**config.mk**
```make
export PLATFORM = sky130hd
export DESIGN_NAME = barker_frame_sync_ctrl
export DESIGN_NICKNAME = d
export VERILOG_FILES = /design/src/rtl/barker_frame_sync_ctrl.sv
export SDC_FILE = /design/constraint.sdc
export NUM_CORES = 1
export LEC_CHECK = 0
export CORE_MARGIN = 3
export CORE_UTILIZATION = 42
export CTS_CLUSTER_SIZE = 12
export DETAILED_ROUTE_END_ITERATION = 12
export GPL_TIMING_DRIVEN = 0
export HOLD_SLACK_MARGIN = 0.05
export PLACE_DENSITY = 0.68
export SLEW_MARGIN = 0
export SYNTH_ARGS = -nofsm -noshare
export SYNTH_HDL_FRONTEND = slang
export SYNTH_SLANG_ARGS = --single-unit
```
**constraint.sdc**
```tcl
create_clock -name i_clk -period 2.74 [get_ports i_clk]
set_clock_uncertainty 0.15 [all_clocks]
set_input_delay 0.274 -clock i_clk [delete_from_list [all_inputs] [get_ports i_clk]]
set_output_delay 0.274 -clock i_clk [all_outputs]
set_load 0.05 [all_outputs]
```
**src/rtl/barker_frame_sync_ctrl.sv**
```systemverilog
// Frame-synchronisation controller driven by the Barker correlator's 1-bit AXIS result stream.
// Runs HUNT/CONFIRM/LOCK/FLYWHEEL over accepted beats, tracks the position within the frame,
// declares lock and pulses once per predicted frame start while locked.
//
// Ports:
//   i_clk, i_rst      clock and synchronous active-high reset
//   s_axis_tdata      correlator result bit (1 = peak)
//   s_axis_tvalid     result beat valid
//   s_axis_tready     registered ready, high from the first cycle after reset
//   o_state           0 HUNT, 1 CONFIRM, 2 LOCK, 3 FLYWHEEL
//   o_locked          high in LOCK or FLYWHEEL
//   o_frame_start     1-cycle pulse after each expected beat accepted while locked
//   o_beat_pos        position of the last accepted beat within the frame
//   o_loss_cnt        saturating count of lock losses
//   o_spur_cnt        saturating count of peaks at non-expected positions while locked
module barker_frame_sync_ctrl #(
  parameter int unsigned FRAME_LEN   = 32,
  parameter int unsigned CONFIRM_CNT = 3,
  parameter int unsigned MISS_MAX    = 2,
  parameter int unsigned ERR_W       = 16
) (
  input  logic                         i_clk,
  input  logic                         i_rst,
  input  logic                         s_axis_tdata,
  input  logic                         s_axis_tvalid,
  output logic                         s_axis_tready,
  output logic [1:0]                   o_state,
  output logic                         o_locked,
  output logic                         o_frame_start,
  output logic [$clog2(FRAME_LEN)-1:0] o_beat_pos,
  output logic [ERR_W-1:0]             o_loss_cnt,
  output logic [ERR_W-1:0]             o_spur_cnt
);

  localparam int unsigned PosW  = $clog2(FRAME_LEN);
  localparam int unsigned HitW  = $clog2(CONFIRM_CNT + 1);
  localparam int unsigned MissW = $clog2(MISS_MAX + 1);

  localparam logic [PosW-1:0]  PosLast = PosW'(FRAME_LEN - 1);
  localparam logic [HitW-1:0]  HitLast = HitW'(CONFIRM_CNT - 1);
  localparam logic [MissW-1:0] MissMax = MissW'(MISS_MAX);

  typedef enum logic [1:0] {
    StHunt     = 2'd0,
    StConfirm  = 2'd1,
    StLock     = 2'd2,
    StFlywheel = 2'd3
  } state_e;

  state_e             state_q, state_d;
  logic [PosW-1:0]    pos_q, pos_d;
  logic [HitW-1:0]    hit_q, hit_d;
  logic [MissW-1:0]   miss_q, miss_d;
  logic [ERR_W-1:0]   loss_q, loss_d;
  logic [ERR_W-1:0]   spur_q, spur_d;
  logic               fs_q, fs_d;
  logic               ready_q;

  logic accept;
  logic expected;

  assign accept   = s_axis_tvalid & ready_q;
  // The beat that follows position FRAME_LEN-1 is where the next peak should land.
  assign expected = (pos_q == PosLast);

  always_comb begin
    state_d = state_q;
    pos_d   = pos_q;
    hit_d   = hit_q;
    miss_d  = miss_q;
    loss_d  = loss_q;
    spur_d  = spur_q;
    fs_d    = 1'b0;

    if (accept) begin
      pos_d = expected ? '0 : pos_q + PosW'(1);
      unique case (state_q)
        StHunt: begin
          // Position is not tracked until a first peak anchors it.
          pos_d = '0;
          if (s_axis_tdata) begin
            state_d = StConfirm;
            hit_d   = '0;
          end
        end
        StConfirm: begin
          if (expected) begin
            if (s_axis_tdata) begin
              if (hit_q == HitLast) begin
                state_d = StLock;
                miss_d  = '0;
                fs_d    = 1'b1;
              end else begin
                hit_d = hit_q + HitW'(1);
              end
            end else begin
              state_d = StHunt;
            end
          end else if (s_axis_tdata) begin
            // Off-time peak: treat it as a new candidate anchor.
            pos_d = '0;
            hit_d = '0;
          end
        end
        StLock: begin
          if (expected) begin
            fs_d = 1'b1;
            if (s_axis_tdata) begin
              miss_d = '0;
            end else begin
              state_d = StFlywheel;
              miss_d  = MissW'(1);
            end
          end else if (s_axis_tdata) begin
            if (spur_q != '1) spur_d = spur_q + ERR_W'(1);
          end
        end
        StFlywheel: begin
          if (expected) begin
            if (s_axis_tdata) begin
              state_d = StLock;
              miss_d  = '0;
              fs_d    = 1'b1;
            end else if (miss_q == MissMax) begin
              // Leaving lock: no frame-start pulse on this beat.
              state_d = StHunt;
              miss_d  = '0;
              if (loss_q != '1) loss_d = loss_q + ERR_W'(1);
            end else begin
              miss_d = miss_q + MissW'(1);
              fs_d   = 1'b1;
            end
          end else if (s_axis_tdata) begin
            if (spur_q != '1) spur_d = spur_q + ERR_W'(1);
          end
        end
        default: state_d = StHunt;
      endcase
    end
  end

  always_ff @(posedge i_clk) begin
    if (i_rst) begin
      state_q <= StHunt;
      pos_q   <= '0;
      hit_q   <= '0;
      miss_q  <= '0;
      loss_q  <= '0;
      spur_q  <= '0;
      fs_q    <= 1'b0;
      ready_q <= 1'b0;
    end else begin
      state_q <= state_d;
      pos_q   <= pos_d;
      hit_q   <= hit_d;
      miss_q  <= miss_d;
      loss_q  <= loss_d;
      spur_q  <= spur_d;
      fs_q    <= fs_d;
      ready_q <= 1'b1;
    end
  end

  assign s_axis_tready = ready_q;
  assign o_state       = state_q;
  assign o_locked      = (state_q == StLock) || (state_q == StFlywheel);
  assign o_frame_start = fs_q;
  assign o_beat_pos    = pos_q;
  assign o_loss_cnt    = loss_q;
  assign o_spur_cnt    = spur_q;

endmodule
```
* Word level (Yosys, flattened, before mapping)
Cells that the tools add are included.
Operators by class: reductions and logical operators 11, multiply operators 0, divide/modulo/power cells 0, add/subtract/negate cells 5, shift-type cells 0, eq/ne operators 19, mux-type cells 37, bitwise gates (word level) 4, $lt $le $gt $ge 0
Operators with widths (number):
- 2-to-1 mux 2 bit | 20
- adder 16 x 1 -> 16 bit (second input constant) | 2
- inequality test 16 bit (second input constant) | 2
- 2-to-1 mux 5 bit | 3
- inequality test 2 bit (second input constant) | 7
- inequality test 3 bit (second input constant) | 4
- one-hot mux 5 bit (2 select lines) | 1
- 2-to-1 mux 1 bit | 9
- == test 2 bit (second input constant) | 4
- one-hot mux 2 bit (4 select lines) | 1
- AND reduction 8 bit | 1
- AND reduction 7 bit | 1
- one-hot mux 2 bit (3 select lines) | 1
- AND reduction 6 bit | 1
- adder 5 x 1 -> 5 bit (second input constant) | 1
- == test 5 bit (second input constant) | 1
- AND reduction 5 bit | 1
- adder 2 x 1 -> 2 bit (second input constant) | 2
- one-hot mux 2 bit (2 select lines) | 1
- AND reduction 4 bit | 1
- OR reduction 2 bit | 2
- inverter 1 bit | 3
- one-hot mux 1 bit (3 select lines) | 1
- nonzero test 3 bit | 1
- 5 further kinds | 5
Storage, ports and cells: output and inout bits 42, flip-flop bits (word level) 45, memory bits (read-only) 0, input bits 4, latch bits 0, RAM bits 0, memories 0, word-level logic and storage cells 84

* Longest topological paths before layout
depth after elaboration 5, mapped depth 8, mapped depth without buffers 6

* Worst setup path before layout
No wires, ideal clock.
kind reg2reg, start point register pos_q[0], in the netlist o_beat_pos[0], end point register loss_q[13], in the netlist o_loss_cnt[13], stages on the path, launching flop included 7, required time 2.469 ns, arrival 2.513 ns, setup slack -0.044 ns, cells stage by stage dfxtp_1 -> ha_1 -> nand4_4 -> or4_4 -> a211oi_1 -> and4_1 -> mux2_2
Between the ends: longest elaborated chain between the ends 2
RTL lines:
- from (decl) | RTL line 51 | logic [PosW-1:0] pos_q, pos_d;
- from (signal assigned) | RTL line 154 | pos_q <= pos_d;
- == test 5 bit | RTL line 64 | assign expected = (pos_q == PosLast);
- AND reduction 6 bit (no line)
- to (signal assigned) | RTL line 157 | loss_q <= loss_d;
- to (decl) | RTL line 54 | logic [ERR_W-1:0] loss_q, loss_d;
No other way between the ends. A chain may end at the register's enable or synchronous reset.

* Worst setup path in the final report
start point register pos_q[0], in the netlist o_beat_pos[0], end point register spur_q[11], in the netlist o_spur_cnt[11]
Between the ends: longest elaborated chain between the ends 3
RTL lines:
- == test 5 bit | RTL line 64
- inverter 1 bit (no line)
- AND reduction 5 bit (no line)
- to (signal assigned) | RTL line 158 | spur_q <= spur_d;
- to (decl) | RTL line 55 | logic [ERR_W-1:0] spur_q, spur_d;
No other way between the ends.

==> key figures <==
Pwr
  • Int Pwr: 0.8748 mW
  • Combinational Power Share: 4.8%
  • Power per cell area: ~390 mW/mm2
  • Net Sw Frac: a little under a quarter
  • Clock share of power: between 30 and 40%
  • Register share of total power: approximately three fifths
  • Switching power: around 0.25 mW
  • Max IR drop VDD: 0.2180 mV
  • Leakage: roughly 0.96 nW

Drt
  • Drc violations: 0
  • 1st-iter DRT viols: between 80 and 90
  • Via count: just over 2000
  • 1st-pass router iterations: 4
  • Drt wl/cell: 13.48 um
  • Post-Route WL: roughly 5200 um
  • Post-DRT Antenna Nets: 0
  • Vias per inst: about 5.4

Setup path
  • CP max stage cell: nor4_1
  • CP Max Fanout: 10
  • Worst EP arrival: ~2600 ps
  • Critical path cell sequence: ha_1, and4_2, clkbuf_1, or3_1, buf_2, nor4_1, xnor2_1, nor2_1
  • Critical Path End Type: register
  • Critical path type: register to register
  • Slowest stage delay, CP: between 400 and 500 ps
  • R2r setup slk: ~220 ps
  • WP data required: about 2800 ps
  • CP Launch Type: register

GRT
  • First-pass GRT wire length: approximately 9000 um
  • Pin count of the biggest net entering global routing: 13
  • Initial antenna violation count: 0
  • GRT Overall Usage: 17.48%
  • Total grt overflow: 0
  • Vias in the first global route: 1987

Synth
  • Post-Syn Area per Cell: about 9 um2
  • Post-synth EDFFs: 0
  • Post-Syn Nets: between 200 and 300
  • Warnings from Yosys: 0
  • Post-synth cell types: between 50 and 60
  • Cells after Synth: ~260
  • Top-area cell type share of the netlist area: about two fifths
  • Area contributors post-synth: dfxtp_1 (39%), xnor2_1 (6.1%), nor2_1 (5.5%)
  • Synth Register Bits: 45
  • Primary FF master, synth: dfxtp_1
  • Seq/Total Area, Yosys: 38.98%
  • Syn Std Cell Area: approximately 0.0023 mm2
  • Cell accounting for the most synthesized area: dfxtp_1
  • Post-synth ARST share: 0%

Floorplanning
  • Io pins: 46
  • # rows: 26
  • Core ar.: 0.005205 mm2
  • Die height: 80.18 um
  • Die Wd: ~80 um
  • Starting Density: between 40 and 50%
  • Total die area: 0.006428 mm2

Finish
  • Layout cell share with drive strength beyond 1: about a tenth
  • Nets: approximately 320
  • Area delta synth->final: 26.69%
  • Ant diodes: 0

STA
  • Final setup fails: 0
  • Setup_tns: 0 ps
  • RSZ-0062 raised after global routing: false
  • Slew Viols, Final: 0
  • Slew HR: 57.05%
  • Peak Freq: ~0.40 GHz
  • Worst-Margin Slew: ~640 ps
  • Minimum clock period: 2524 ps
  • Final hold slack: 207.4 ps
  • Final period utilization: between 90% and 100%
  • Final hold violations: 0

Job
  • MaxCap Viol Count: 0

CTS
  • CTS Hold Buffers Added: 0
  • Max H-tree Level: 2
  • CTS Buf Count: 5
  • Clk sink count: 45
  • Clk_lat worst skew: about 300 ps
  • Clk root buf: clkbuf_8
  • Clk pin slew, worst setup/hold paths: ~80 ps
  • CTS Buffer Depth: 2
  • Post-CTS setup buffer count: 0
  • CTS tree: built
  • Post-CTS sizing: 0

Place
  • Detailed placer's ending HPWL: roughly 3700 um
  • I/O Buffers: 44
  • Final GP Congestion: between 0.8 and 0.9

Min path
  • Min-Delay Path Class: input pin to register

Outcome
  • Status: complete, no violations
## kinds of logic (layout without fill, tap and decap cells)
| group | count (synthesis) | after routing | share of synthesized area, % |
|---|---|---|---|
| adder cells (fa/ha/maj) | 4 | 4 | 2.166 |
| AO/OA/AOI/OAI | 36 | 36 | 10.23 |
| multiplexers | 4 | 4 | 1.895 |
| buffers and inverters | 19 | 70 | 4.223 |
| AND/OR/NAND/NOR | 129 | 129 | 33.03 |
| XOR/XNOR | 25 | 25 | 9.475 |
| flip-flops | 45 | 45 | 38.98 |
## worst max-delay path, delay by kind of cell, from the launching register on
family	cells	cell delay (ps)
and+or+nand+nor	4	1100
buffers and inverters	2	360
DFF	1	340
adders and majority gates	1	280
xor gates and xnor gates	1	170
## synthesized netlist by cell type (2+ instances only)
cell,number
o21ai_0,6
nor4_1,6
nand2_1,21
and4_1,9
and3_1,3
clkbuf_8,2
ha_1,4
nor2_1,34
dfxtp_1,45
a2111oi_0,2
clkbuf_1,10
and2_1,5
buf_2,2
nand3_1,10
nor2b_1,4
nor3_1,2
o31ai_1,3
a21oi_1,12
or4_1,3
xor2_1,9
o211ai_1,2
a211oi_1,3
or4_4,2
mux2_2,3
nand4_1,13
xnor2_1,16
inv_1,4
## cells in the final DEF (no fill, tap or decap), drive strengths merged, types with 7 or more instances in the layout
master and count:
dfxtp 45, clkdlybuf4s50 44, nor2 34, nand2 22, clkbuf 19, xnor2 16
nand4 14, a21oi 12, nand3 10, and4 10, xor2 9, nor4 8
o21ai 7
## power by group through the flow
| stage | registers (mW) | clock network, mW | logic [mW] |
|---|---|---|---|
| 3_5_place_dp | 0.674 | 0 | 0.0549 |
| 3_3_place_gp | 0.674 | 0 | 0.0543 |
| 6_report | 0.659 | 0.417 | 0.0544 |
| 2_1_floorplan | 0.683 | 0 | 0.0273 |
| 5_1_grt | 0.659 | 0.454 | 0.0592 |
| 4_1_cts | 0.659 | 0.431 | 0.0550 |
## registers in the layout, indices dropped and copies added, names as in the netlist, named ones only
name / count
o_beat_pos: 5
s_axis_tready: 1
o_spur_cnt: 16
o_loss_cnt: 16
hit_q: 2
miss_q: 2
o_frame_start: 1
o_state: 1
## metal layers
layer / up-vias / track usage, % / routed length, um
met5: - / 0 / 0
met1: 984 / 23.73 / 2598
met2: 38 / 27.57 / 2311
li1: 1044 / - / -
met3: 6 / 4.372 / 199
met4: 0 / 4.561 / 51
## path summary, 6_finish.rpt
path | from | to | cells past startpoint
setup / recovery | o_beat_pos[0]$_SDFFE_PP0N_ | o_spur_cnt[11]$_SDFFE_PP0P_ | 8
hold / removal | i_rst | o_beat_pos[4]$_SDFFE_PP0N_ | 3
setup reg to reg | o_beat_pos[0]$_SDFFE_PP0N_ | o_spur_cnt[11]$_SDFFE_PP0P_ | 8
hold reg to reg | hit_q[0]$_SDFFE_PP0P_ | hit_q[0]$_SDFFE_PP0P_ | 2
## final cells by class
class / count / area (um2)
Fill cell: 481 / 2277
Buffer: 15 / 82.58
Multi-Input combinational cell: 198 / 1313
Timing Repair Buffer: 44 / 440.4
Clock buffer: 7 / 86.33
Tap cell: 70 / 87.58
Sequential cell: 45 / 903.4
Inverter: 4 / 15.01
## stage by stage
stage          cell area, um2  instances  setup slack (ps)  utilization [%]  power [mW]
3_5_place_dp             2841        376             33.82            54.59      0.7291
3_3_place_gp             2841        376             30.70            54.59      0.7286
5_1_grt                  2928        383             65.38            56.25       1.172
6_report                 2928        383             215.9            56.25       1.130
2_1_floorplan            2313        262             160.8                -      0.7100
4_1_cts                  2928        383             211.0            56.25       1.145
(Power assumes the default switching activity.)
